**src/rtl/vp_pkg.sv**
```systemverilog
// Shared defaults and types for the vp centroid stage.
package vp_pkg;

  localparam int          DEF_H_BITS     = 11;
  localparam int          DEF_V_BITS     = 11;
  localparam int          DEF_SUM_W      = 32;
  localparam int          DEF_CNT_W      = 20;
  localparam logic [7:0]  DEF_THRESH     = 8'd128;
  localparam logic [23:0] DEF_MARK_COLOR = 24'hFF0000;

  // Centroid control: wait for a frame, divide, publish the result.
  typedef enum logic [1:0] {
    ST_IDLE = 2'd0,
    ST_DIV  = 2'd1,
    ST_DONE = 2'd2
  } ctl_state_t;

endpackage

```
**src/rtl/vp_seq_div.sv**
```systemverilog
// Radix-2 restoring unsigned divider: one load cycle, then one quotient bit
// per cycle, MSB first. done is a single-cycle pulse; quotient holds its value
// until the next start.
module vp_seq_div
  import vp_pkg::*;
#(
  parameter int SUM_W = DEF_SUM_W,
  parameter int CNT_W = DEF_CNT_W
) (
  input  logic             clk,
  input  logic             rst_n,
  input  logic             start,
  input  logic [SUM_W-1:0] dividend,
  input  logic [CNT_W-1:0] divisor,
  output logic [SUM_W-1:0] quotient,
  output logic             done
);

  localparam int CW = $clog2(SUM_W + 1);

  logic [SUM_W-1:0] q;
  logic [CNT_W-1:0] rem;
  logic [CNT_W-1:0] dsr;
  logic [CW-1:0]    count;
  logic             busy;

  logic [CNT_W:0]   shifted;
  logic [CNT_W:0]   diff;
  logic             fits;
  logic             unused_diff_msb;

  // Trial subtraction of the divisor from the remainder shifted by one bit.
  always_comb begin
    shifted = {rem, q[SUM_W-1]};
    diff    = shifted - {1'b0, dsr};
    fits    = (shifted >= {1'b0, dsr});
  end

  // The difference is only taken when it fits, so its MSB is always zero.
  assign unused_diff_msb = diff[CNT_W];

  // Load operands on start, then shift one quotient bit in per cycle.
  always_ff @(posedge clk or negedge rst_n) begin
    if (!rst_n) begin
      q     <= '0;
      rem   <= '0;
      dsr   <= '0;
      count <= '0;
      busy  <= 1'b0;
    end else if (start) begin
      q     <= dividend;
      rem   <= '0;
      dsr   <= divisor;
      count <= CW'(SUM_W);
      busy  <= 1'b1;
    end else if (busy) begin
      if (count != '0) begin
        q     <= {q[SUM_W-2:0], fits};
        rem   <= fits ? diff[CNT_W-1:0] : shifted[CNT_W-1:0];
        count <= count - CW'(1);
      end else begin
        busy  <= 1'b0;
      end
    end
  end

  assign quotient = q;
  assign done     = busy && (count == '0);

endmodule

```
**src/rtl/vp_centroid.sv**
```systemverilog
// Binary-mask centroid of each video frame with a crosshair overlay at the
// most recent valid centroid. Video passes through with one cycle of delay.
//
// Stream contract: the input is a free-running pixel stream with no
// back-pressure; de_in qualifies pixel_in on every cycle it is high, and the
// outputs follow the inputs exactly one clock later.
module vp_centroid
  import vp_pkg::*;
#(
  parameter int          H_BITS     = DEF_H_BITS,
  parameter int          V_BITS     = DEF_V_BITS,
  parameter int          SUM_W      = DEF_SUM_W,
  parameter int          CNT_W      = DEF_CNT_W,
  parameter logic [7:0]  THRESH     = DEF_THRESH,
  parameter logic [23:0] MARK_COLOR = DEF_MARK_COLOR
) (
  input  logic              clk,
  input  logic              rst_n,
  input  logic              de_in,
  input  logic              h_sync_in,
  input  logic              v_sync_in,
  input  logic [23:0]       pixel_in,
  output logic              de_out,
  output logic              h_sync_out,
  output logic              v_sync_out,
  output logic [23:0]       pixel_out,
  output logic [H_BITS-1:0] x_c,
  output logic [V_BITS-1:0] y_c,
  output logic              centroid_valid,
  output logic              centroid_update
);

  ctl_state_t state, state_nx;

  logic              de_q;
  logic              v_q;
  logic              v_rise;
  logic              de_fall;
  logic              fg;
  logic              start;

  logic [H_BITS-1:0] x;
  logic [V_BITS-1:0] y;
  logic [SUM_W-1:0]  sum_x;
  logic [SUM_W-1:0]  sum_y;
  logic [CNT_W-1:0]  cnt;

  logic [SUM_W:0]    sx_add;
  logic [SUM_W:0]    sy_add;
  logic [CNT_W:0]    cnt_add;

  logic [SUM_W-1:0]  quot_x;
  logic [SUM_W-1:0]  quot_y;
  logic              done_x;
  logic              done_y;
  logic              unused_quot;

  assign v_rise  = v_sync_in && !v_q;
  assign de_fall = de_q && !de_in;
  assign fg      = de_in && (pixel_in[7:0] >= THRESH);

  // Widened sums so a carry out can be turned into saturation.
  always_comb begin
    sx_add  = {1'b0, sum_x} + (SUM_W + 1)'(x);
    sy_add  = {1'b0, sum_y} + (SUM_W + 1)'(y);
    cnt_add = {1'b0, cnt} + (CNT_W + 1)'(1);
  end

  // Edge-detect registers for v_sync and de.
  always_ff @(posedge clk or negedge rst_n) begin
    if (!rst_n) begin
      de_q <= 1'b0;
      v_q  <= 1'b0;
    end else begin
      de_q <= de_in;
      v_q  <= v_sync_in;
    end
  end

  // Raster position: x counts active pixels in a line, y counts lines.
  always_ff @(posedge clk or negedge rst_n) begin
    if (!rst_n) begin
      x <= '0;
      y <= '0;
    end else if (v_rise) begin
      x <= '0;
      y <= '0;
    end else if (de_fall) begin
      x <= '0;
      y <= y + V_BITS'(1);
    end else if (de_in) begin
      x <= x + H_BITS'(1);
    end
  end

  // Saturating per-frame accumulators; frame end hands them to the dividers
  // (through start) and clears them in the same cycle.
  always_ff @(posedge clk or negedge rst_n) begin
    if (!rst_n) begin
      sum_x <= '0;
      sum_y <= '0;
      cnt   <= '0;
    end else if (v_rise) begin
      sum_x <= '0;
      sum_y <= '0;
      cnt   <= '0;
    end else if (fg) begin
      sum_x <= sx_add[SUM_W] ? '1 : sx_add[SUM_W-1:0];
      sum_y <= sy_add[SUM_W] ? '1 : sy_add[SUM_W-1:0];
      cnt   <= cnt_add[CNT_W] ? '1 : cnt_add[CNT_W-1:0];
    end
  end

  vp_seq_div #(.SUM_W(SUM_W), .CNT_W(CNT_W)) u_div_x (
    .clk      (clk),
    .rst_n    (rst_n),
    .start    (start),
    .dividend (sum_x),
    .divisor  (cnt),
    .quotient (quot_x),
    .done     (done_x)
  );

  vp_seq_div #(.SUM_W(SUM_W), .CNT_W(CNT_W)) u_div_y (
    .clk      (clk),
    .rst_n    (rst_n),
    .start    (start),
    .dividend (sum_y),
    .divisor  (cnt),
    .quotient (quot_y),
    .done     (done_y)
  );

  // Only the low bits of the quotient can be a position inside the frame.
  assign unused_quot = ^{quot_x[SUM_W-1:H_BITS], quot_y[SUM_W-1:V_BITS]};

  // Control state register.
  always_ff @(posedge clk or negedge rst_n) begin
    if (!rst_n) state <= ST_IDLE;
    else        state <= state_nx;
  end

  // Next state; a frame end while not idle is simply ignored.
  always_comb begin
    state_nx = state;
    start    = 1'b0;
    case (state)
      ST_IDLE: begin
        if (v_rise && (cnt != '0)) begin
          start    = 1'b1;
          state_nx = ST_DIV;
        end
      end
      ST_DIV: begin
        if (done_x && done_y) state_nx = ST_DONE;
      end
      ST_DONE: state_nx = ST_IDLE;
      default: state_nx = ST_IDLE;
    endcase
  end

  assign centroid_update = (state == ST_DONE);

  // Publish the centroid while in DONE.
  always_ff @(posedge clk or negedge rst_n) begin
    if (!rst_n) begin
      x_c            <= '0;
      y_c            <= '0;
      centroid_valid <= 1'b0;
    end else if (state == ST_DONE) begin
      x_c            <= quot_x[H_BITS-1:0];
      y_c            <= quot_y[V_BITS-1:0];
      centroid_valid <= 1'b1;
    end
  end

  // One-cycle video delay with the crosshair painted over the pixel.
  always_ff @(posedge clk or negedge rst_n) begin
    if (!rst_n) begin
      de_out     <= 1'b0;
      h_sync_out <= 1'b0;
      v_sync_out <= 1'b0;
      pixel_out  <= '0;
    end else begin
      de_out     <= de_in;
      h_sync_out <= h_sync_in;
      v_sync_out <= v_sync_in;
      if (centroid_valid && de_in && ((x == x_c) || (y == y_c)))
        pixel_out <= MARK_COLOR;
      else
        pixel_out <= pixel_in;
    end
  end

endmodule

```
**config.mk**
```make
export PLATFORM = sky130hd
export DESIGN_NAME = vp_centroid
export DESIGN_NICKNAME = d
export VERILOG_FILES = /design/src/rtl/vp_pkg.sv /design/src/rtl/vp_seq_div.sv /design/src/rtl/vp_centroid.sv
export SDC_FILE = /design/constraint.sdc
export NUM_CORES = 1
export LEC_CHECK = 0
export BUFFER_PORTS_ARGS = -buffer_cell sky130_fd_sc_hd__buf_4
export CAP_MARGIN = 0
export CORE_MARGIN = 4
export CORE_UTILIZATION = 45
export CTS_CLUSTER_SIZE = 30
export DETAILED_ROUTE_END_ITERATION = 7
export PLACE_DENSITY_LB_ADDON = 0.12
export REMOVE_ABC_BUFFERS = 1
export SYNTH_ARGS = -nofsm -noshare
export SYNTH_HDL_FRONTEND = slang
export SYNTH_SLANG_ARGS = --single-unit
```
**constraint.sdc**
```tcl
create_clock -name clk -period 5.9 [get_ports clk]
set_input_delay 1.18 -clock clk [delete_from_list [all_inputs] [get_ports clk]]
set_output_delay 1.18 -clock clk [all_outputs]
set_load 0.05 [all_outputs]
```
==> summary.txt <==
Run status
  • Status: finished, final reports clean

Detailed routing
  • Routed wl met2: 18700 um
  • ANT nets after route: 0
  • Wire length on met1: 20000 um
  • Via count: 13300
  • Met3 WL post-DR: 1640 um
  • Iteration count of the initial detailed-routing pass: 5
  • Vias/cell: 5.77
  • DRC violations left: 0
  • Routed wire length per instance: 17.9 um
  • DRT Wirelength: 41300 um
  • Initial drt markers: 915
  • Top sig layer: met4

Timing
  • Final worst-path cycle share: 63.6%
  • Count of final setup violators: 0
  • Minimum clock period: 3.75 ns
  • Slew headroom: 22.0%
  • Layout Skew: 0.0173 ns
  • Count of pins over their slew limit: 0
  • Hold WS: 0.530 ns
  • RSZ-0062 raised after global routing: no
  • Worst Max-Slew Pin Slew: 1.17 ns
  • Fmax achieved: 266 MHz
  • Hold violation count in the final report: 0
  • Final Worst Setup Slack: 2.15 ns

Logic synthesis
  • Post-synthesis register bit count: 296
  • Main flop type after synthesis: dfrtp_1
  • EDFF count, synth: 0
  • Avg Inst Size Synth: 9.13 sq um
  • Synth Instances: 1785
  • Post-synthesis sequential area ratio: 45.5%
  • Fraction of registers with async set/reset: 100%
  • Yosys warns: 0
  • Mapped cell area: 16300 sq um
  • Synth cell types: 72

Floorplanning
  • Initial Utilization: 45.7%
  • CORE AREA: 35700 sq um
  • Die W: 198 um
  • Top-level I/O count: 80
  • Row count: 69
  • Die H: 198 um
  • Die area: 39300 sq um

Place
  • DP Worst Slack: 2.13 ns
  • Final Wtd Congestion: 0.850
  • Placed wire-length estimate: 27800 um
  • IO buf count: 79

Global routing
  • Vias in the first global route: 13200
  • First-pass GRT wire length: 70100 um
  • Largest net degree at the start of global routing: 125
  • Global-route usage over all layers: 21.5%
  • Initial antenna violation count: 0
  • Global route total overflow: 0

Final layout
  • Final net count: 1927
  • Layout cell share with drive strength beyond 1: 11.2%
  • Most frequent cells in the layout: dfrtp_1, nand2_1, nor2_1, o21ai_0, buf_4
  • Commonest non-fill, non-tap cell in the layout: dfrtp_1
  • Area grow syn2layout: 13.4%
  • ANT cells: 0

Clock network
  • Clock Tree Buf Depth: 3
  • Clk slew on worst S/H paths: 0.06 ns
  • Post-cts sizing count: 0
  • Hold buffers post-CTS: 0
  • Worst-Skew Late Latency: 0.52 ns
  • Postcts setup bufs: 0
  • CTS buffer count: 35
  • H-tree Lvls: 2
  • CTS tree: built
  • Clk sinks: 296
  • Clk root buf: clkbuf_16

Min path
  • HP Class: flip-flop to flip-flop
  • WHS Path Cells: 2

Critical path
  • Crit Path Class: flip-flop to flip-flop
  • CP max stage delay: 0.66 ns
  • Max FO, Critical Path: 11
  • Crit-path leading delay family: compound AO/OA/AOI/OAI gates
  • Crit path buf inv count: 0
  • CP endpoint kind: flip-flop
  • CP arrival: 4.10 ns
  • R2R depth: 10
  • CP Depth: 10
  • Worst Path Required: 6.25 ns
  • Worst Setup Start Kind: flip-flop
  • CP Cell Sequence: ha_1 > fa_1 > a21o_1 > a21oi_1 > o21bai_1 > a2111o_1 > a311oi_4 > nor3_2 > nor2_1 > a311oi_1
  • CP max stage cell: nor2_1

Power and ir drop
  • Leak Pwr: 8.74 nW
  • Peak supply drop: 0.222 mV
  • PwrDens: 252 nW/um^2
  • Total Power: 4.66 mW

Job
  • Max-Cap Viols: 0
power breakdown:
part           switching (mW)  total, mW  internal (mW)
clock network           0.851       2.25           1.40
registers              0.0485       2.12           2.07
logic                   0.186      0.285         0.0989
total                    1.09       4.66           3.57
per-stage QoR:
stage,utilization (%),setup TNS [ns],instance area (sq um),cells
final,51.8,0,18500,2309
after global routing,51.8,0,18500,2309
after CTS,51.8,0,18500,2309
after detailed placement,48.4,0,17300,2248
after global placement,48.4,0,17300,2248
after floorplan,-,-409.65,15900,1690
logic make-up after synthesis:
kind of cell	Yosys count	synth area share (%)
AOI/OAI and AO/OA	460	18.0
xor gates and xnor gates	92	4.94
adders and majority gates	74	5.87
buffers and inverters	141	3.40
DFF	296	45.5
muxes	44	2.87
and+or+nand+nor	678	19.5
tightest hold or removal path: cells and delay by family, from the launching register on:
family / cells / cell delay (ns)
DFF: 1 / 0.38
and+or+nand+nor: 1 / 0.05
AOI/OAI and AO/OA: 1 / 0.06
cells in the mapped netlist (4+ instances only):
cell type	number	area, sq um
and3_1	27	169
a211oi_1	28	210
o21a_1	11	82.6
buf_2	5	25.0
a311oi_1	13	114
nor2_1	185	694
xor2_1	59	517
inv_1	46	173
fa_1	4	80.1
nand2_1	214	803
nand4_1	28	175
a21o_1	30	225
nand3_1	51	255
and2_1	10	62.6
mux2i_1	22	220
nor3b_1	5	37.5
a211o_1	5	43.8
or2_2	14	87.6
o21ai_0	120	601
or3_1	14	87.6
mux2_2	22	248
nor2b_1	31	194
nand2b_1	13	81.3
nor4_1	16	100
o211ai_1	7	52.6
xnor2_1	33	289
nor4b_1	4	35.0
o21bai_1	6	45.0
a21oi_1	86	430
a221oi_1	4	35.0
a41oi_1	8	70.1
dfrtp_1	296	7410
clkbuf_1	83	312
o311ai_0	5	43.8
and4_1	5	43.8
nor3_1	49	245
a2111oi_0	4	35.0
o31a_1	4	35.0
a31oi_1	94	588
ha_1	70	876
area by class of cell:
cell class,instances,area (sq um)
clock buffers,49,1040
well taps,461,577
clock inverters,12,166
flip-flops and latches,296,7410
inverters,46,173
repair buffers,97,748
multi-input cells,1348,8370
fillers,3396,17200
final timing paths:
| path | start | end | slack [ns] |
|---|---|---|---|
| max | x[0]$_DFFE_PN0P_ | sum_x[20]$_DFFE_PN0P_ | 2.15 |
| min | u_div_x.rem[7]$_DFFE_PN0P_ | u_div_x.rem[7]$_DFFE_PN0P_ | 0.53 |
| min in group asynchronous | rst_n | pixel_out[8]$_DFF_PN0_ | 0.65 |
| max in group asynchronous | rst_n | u_div_y.quotient[23]$_DFFE_PN0P_ | 4.09 |
| max reg2reg | x[0]$_DFFE_PN0P_ | sum_x[20]$_DFFE_PN0P_ | 2.15 |
| min reg2reg | u_div_x.rem[7]$_DFFE_PN0P_ | u_div_x.rem[7]$_DFFE_PN0P_ | 0.53 |
metal layers:
metal | vias up | GRT usage [%]
met2 | 262 | 34.1
met4 | 0 | 5.43
li1 | 6506 | -
met1 | 6501 | 31.5
met5 | - | 0
met3 | 63 | 2.74
registers in the layout (all words and copies together) (netlist names), 20 cells and up:
| name | cells |
|---|---|
| sum_x | 32 |
| sum_y | 32 |
| u_div_x.quotient | 32 |
| u_div_y.quotient | 32 |
| pixel_out | 24 |
| cnt | 20 |
| u_div_x.dsr | 20 |
| u_div_x.rem | 20 |
| u_div_y.rem | 20 |
No activity file was read; power rests on OpenSTA's default activity.
